$ cat src/rtl/dmem_arbiter.sv
// Arbiter that shares one single-port data memory between the core (C) and the debug loader (D).
// Optional feature: define DMEM_ARB_RR_EN for round-robin tie-breaking (default is fixed C priority).
module dmem_arbiter #(
    parameter int AW = 32,
    parameter int DW = 32
) (
    input  logic          clk,
    input  logic          reset,
    input  logic          c_req,
    input  logic          c_we,
    input  logic [AW-1:0] c_addr,
    input  logic [DW-1:0] c_wdata,
    output logic          c_gnt,
    output logic          c_rvalid,
    output logic [DW-1:0] c_rdata,
    input  logic          d_req,
    input  logic          d_we,
    input  logic [AW-1:0] d_addr,
    input  logic [DW-1:0] d_wdata,
    input  logic          d_lock,
    output logic          d_gnt,
    output logic          d_rvalid,
    output logic [DW-1:0] d_rdata,
    output logic          m_en,
    output logic          m_we,
    output logic [AW-1:0] m_addr,
    output logic [DW-1:0] m_wdata,
    input  logic [DW-1:0] m_rdata
);

    typedef enum logic {
        ST_ARB    = 1'b0,
        ST_LOCKED = 1'b1
    } state_t;

    localparam logic PORT_C = 1'b0;
    localparam logic PORT_D = 1'b1;

    state_t state_reg;
    logic   last_reg;
    logic   rd_pend_reg;
    logic   rd_own_reg;

    logic [1:0] req;
    logic [1:0] gnt;
    logic       tie_to_d;

    assign req = {d_req, c_req};

`ifdef DMEM_ARB_RR_EN
    assign tie_to_d = (last_reg == PORT_C);
`else
    // Fixed priority: last is still tracked so both builds share one register map.
    logic last_unused;
    assign last_unused = last_reg;
    assign tie_to_d    = 1'b0;
`endif

    // Grants are purely combinational from requests and registered state.
    always_comb begin
        gnt = 2'b00;
        if (reset) begin
            if (state_reg == ST_LOCKED) begin
                gnt[1] = d_req;
            end else if (&req) begin
                gnt = tie_to_d ? 2'b10 : 2'b01;
            end else begin
                gnt = req;
            end
        end
    end

    assign c_gnt = gnt[0];
    assign d_gnt = gnt[1];
    assign m_en  = |gnt;

    always_comb begin
        m_we    = 1'b0;
        m_addr  = '0;
        m_wdata = '0;
        if (gnt[0]) begin
            m_we    = c_we;
            m_addr  = c_addr;
            m_wdata = c_wdata;
        end else if (gnt[1]) begin
            m_we    = d_we;
            m_addr  = d_addr;
            m_wdata = d_wdata;
        end
    end

    always_ff @(posedge clk) begin
        if (!reset) begin
            state_reg   <= ST_ARB;
            last_reg    <= PORT_D;
            rd_pend_reg <= 1'b0;
            rd_own_reg  <= PORT_C;
        end else begin
            rd_pend_reg <= m_en & ~m_we;
            if (m_en) begin
                last_reg   <= gnt[1];
                rd_own_reg <= gnt[1];
            end
            case (state_reg)
                ST_ARB:    if (gnt[1] && d_lock) state_reg <= ST_LOCKED;
                ST_LOCKED: if (!d_lock) state_reg <= ST_ARB;
                default:   state_reg <= ST_ARB;
            endcase
        end
    end

    // Read return path; masking with reset drops a read that is in flight when reset hits.
    logic [1:0]    rvalid;
    logic [DW-1:0] rdata [2];

    for (genvar gi = 0; gi < 2; gi++) begin : g_ret
        assign rvalid[gi] = reset & rd_pend_reg & (rd_own_reg == 1'(gi));
        assign rdata[gi]  = rvalid[gi] ? m_rdata : '0;
    end

    assign c_rvalid = rvalid[0];
    assign d_rvalid = rvalid[1];
    assign c_rdata  = rdata[0];
    assign d_rdata  = rdata[1];

endmodule
$ cat config.mk
export PLATFORM = sky130hd
export DESIGN_NAME = dmem_arbiter
export DESIGN_NICKNAME = d
export VERILOG_FILES = /design/src/rtl/dmem_arbiter.sv
export SDC_FILE = /design/constraint.sdc
export NUM_CORES = 1
export LEC_CHECK = 0
export BUFFER_PORTS_ARGS = -buffer_cell sky130_fd_sc_hd__buf_2
export CAP_MARGIN = 20
export CORE_AREA = 3 3 116 118
export DETAILED_ROUTE_END_ITERATION = 16
export DIE_AREA = 0 0 119 121
export GPL_TIMING_DRIVEN = 0
export PLACE_DENSITY = 0.5
export SLEW_MARGIN = 5
export SYNTH_ARGS = -nofsm -noshare
export SYNTH_HDL_FRONTEND = slang
export SYNTH_SLANG_ARGS = --single-unit
$ cat constraint.sdc
create_clock -name clk -period 2 [get_ports clk]
set_input_delay 0.6 -clock clk [delete_from_list [all_inputs] [get_ports clk]]
set_output_delay 0.6 -clock clk [all_outputs]
set_load 0.03 [all_outputs]
==> results by group <==
Floorplan
  • Initial Utilization: 15.62%
  • Core area: 0.01257 sq mm
  • Chip height: 121 um
  • Top-Level Pins: 301
  • Die Area: 0.01440 sq mm
  • Die W: 119 um
  • Number of placement rows: 41

Logic synthesis
  • Synth cell types: 22
  • Mapped Avg Cell Area: 5.530 sq um
  • Mapped cell area: 0.001963 sq mm
  • Ys async rst share: 0%
  • Synth top area cells: nand2_1 (19%), a21boi_1 (18%), nor2_1 (13%)
  • Main flop type after synthesis: dfxtp_1
  • Post-synth EDFFs: 0
  • Syn_nets: 522
  • Cell taking the most area after synthesis: nand2_1
  • Area share of the leading cell type in the synthesized netlist: 18.93%
  • Post-synthesis sequential area ratio: 3.059%
  • Syn Inst Count: 355
  • Seq cells post-synth: 3
  • YS warnings: 0

Timing
  • Max Freq: 448.4 MHz
  • Min Hold Slack: 0.5152 ns
  • Final Max Tran Viols: 0
  • Final setup violation count: 68
  • Tightest Pin Transition: 0.3268 ns
  • Hold Fails Final Rpt: 0
  • Clock skew: 0.0007181 ns
  • Final TNS setup: -10.73 ns
  • RSZ-0062 raised after global routing: yes
  • Final setup margin: -0.2302 ns
  • Min Tclk post-route: 2.230 ns
  • Max-slew headroom: 78.21%
  • Period Utilization, post-route: 111.5%

GRT
  • Global Route Usage Sum: 16.89%
  • Largest net degree at the start of global routing: 11
  • Initial antenna violation count: 0
  • Global route overflow: 0
  • First-pass GRT wire length: 20080 um
  • Number of global-route vias before repair: 3959

Worst setup path
  • CP Capture Type: output port
  • R2r setup slk: 0.70 ns
  • Crit-path cells: buf_8 -> nor2b_4 -> buf_6 -> buf_12 -> buf_12 -> buf_12 -> nand2_2 -> a21boi_4 -> buf_6
  • CP Class: input pin to output port
  • Worst path arrival time: 1.63 ns
  • CP max stage cell: buf_6
  • Worst endpoint required time: 1.40 ns
  • Peak per-stage delay on the critical path: 0.14 ns
  • Crit start category: input pin
  • Worst-path fanout max: 6
  • Critical Path Most Common Cell: buf_12
  • Worst R2R Path Depth: 7

Detailed routing
  • Via count: 3727
  • Number of nets still failing antenna checks after routing: 0
  • Vias per inst: 4.421
  • DRT iter0 DRCs: 106
  • Routed WL: 13360 um
  • Residual DRC: 0
  • Post-DR wirelength/cell: 15.85 um
  • 1st-pass router iterations: 4

Hold path
  • Hold path depth: 2
  • Hold Crit Class: flop to flop

Power and ir drop
  • Pleak: 2.871 nW
  • Max VDD drop: 177.5 uV
  • Pwr/cell area: 299.7 mW/mm^2

Placement
  • PortBufs: 298
  • Final GP Congestion: 0.7977
  • Dpl hpwl: 10590 um

Run status
  • Run status: finished, violations left
  • Failing checks: negative setup slack

Clock network
  • Number of CTS-inserted buffers: 3
  • CTS Buffer Depth: 2
  • Clock slew at reported path FFs: 0.03 ns
  • Hold_buf cts: 0
  • Clk sinks: 3
  • H-tree depth: 1
  • CTS tree: yes
  • CTS Root Buffer Type: clkbuf_16
  • Clk Latency, worst-skew pair: 0.22 ns

Layout
  • FF/Latch Area: 61.31 sq um
  • Share of cells above drive strength 1: 81.67%
  • Multi-input combinational cell area: 0.002810 sq mm
  • Fill cell count: 1280
  • Nets: 839
  • Synthesis-to-layout area growth: 193.4%
  • Antenna diode count: 0

Job
  • Max-cap violations: 0
-- timing repair --
action	4_1_cts	5_1_grt
cloned	5	1
setup buffers	13	3
resized for setup	245	48
endpoints found under the setup margin	132	118
pin swaps	20	17
-- layout make-up --
cell class	instances	share of cell area [%]
multi-input combinational	307	48.78
timing repair buffer	318	38.14
buffer	37	6.777
tap	172	3.736
clock buffer	4	1.368
sequential	3	1.064
inverter	2	0.1303
-- report_power, final --
| group | internal (mW) | leakage [nW] | switching, mW |
|---|---|---|---|
| Combinational | 0.629 | 2.81 | 0.712 |
| Clock | 0.263 | 0.0382 | 0.0548 |
| Sequential | 0.0636 | 0.0251 | 0.00402 |
| Total | 0.956 | 2.87 | 0.771 |
-- logic make-up (layout without fill, tap and decap cells) --
kind of cell,count (synthesis),after routing,synth area share (%)
AO/OA/AOI/OAI,69,69,29.64
AND/OR/NAND/NOR,238,238,54.94
flip-flops,3,3,3.059
buffers and inverters,45,361,12.36
-- synth_stat cells, types with 2 or more instances --
cell type   n
a21boi_1   48
a21boi_2   17
buf_2      20
buf_4       2
buf_6       4
clkbuf_1   16
dfxtp_1     3
inv_1       2
nand2_1    99
nand2b_1    2
nand3_1    48
nand3_2    17
nor2_1     67
o21a_1      2
-- metal layers --
layer | routed length, um | GRT usage [%] | vias up
li1 | - | - | 1805
met1 | 5033 | 19.45 | 1735
met2 | 7192 | 32.50 | 174
met3 | 1008 | 3.310 | 13
met4 | 129 | 2.752 | 0
met5 | 0 | 0 | -
-- worst max-delay path, delay by kind of cell --
kind,cells,cell delay [ns]
buffers and inverters,6,0.70
AO/OA/AOI/OAI,1,0.12
AND/OR/NAND/NOR,2,0.20
-- final timing paths --
check | from | endpoint
setup / recovery | c_req | m_wdata[21]
hold / removal | state_reg | state_reg
setup reg to reg | state_reg | rd_pend_reg
hold reg to reg | state_reg | state_reg
-- metrics by stage --
step	utilization (%)	std cells	instance area (sq um)	power, mW	setup slack (ns)
final	45.83	843	5761	1.727	-0.2302
after global routing	45.83	843	5761	1.821	-0.2855
after CTS	44.84	845	5635	1.712	-0.2420
after detailed placement	35.81	825	4501	1.106	-0.4199
after global placement	35.81	825	4501	1.095	-0.4240
after floorplan	-	355	2794	0.7554	-0.1174
-- cell usage in the layout (no fill, tap or decap), types with 2 or more instances in the layout --
| cell | synthesis | layout |
|---|---|---|
| a21boi_2 | 17 | 7 |
| a21boi_4 | 0 | 58 |
| buf_12 | 0 | 10 |
| buf_16 | 0 | 4 |
| buf_2 | 20 | 233 |
| buf_4 | 2 | 20 |
| buf_6 | 4 | 68 |
| buf_8 | 1 | 4 |
| clkbuf_16 | 0 | 4 |
| clkbuf_2 | 0 | 6 |
| clkbuf_4 | 0 | 7 |
| clkbuf_8 | 0 | 2 |
| dfxtp_1 | 3 | 2 |
| inv_1 | 2 | 2 |
| nand2_1 | 99 | 51 |
| nand2_2 | 0 | 24 |
| nand2_4 | 0 | 23 |
| nand2b_4 | 0 | 2 |
| nand3_1 | 48 | 26 |
| nand3_2 | 17 | 30 |
| nand3_4 | 0 | 9 |
| nor2_1 | 67 | 36 |
| nor2_2 | 1 | 32 |
| o21a_1 | 2 | 2 |
Note: power is estimated with default switching activity, not from simulation.
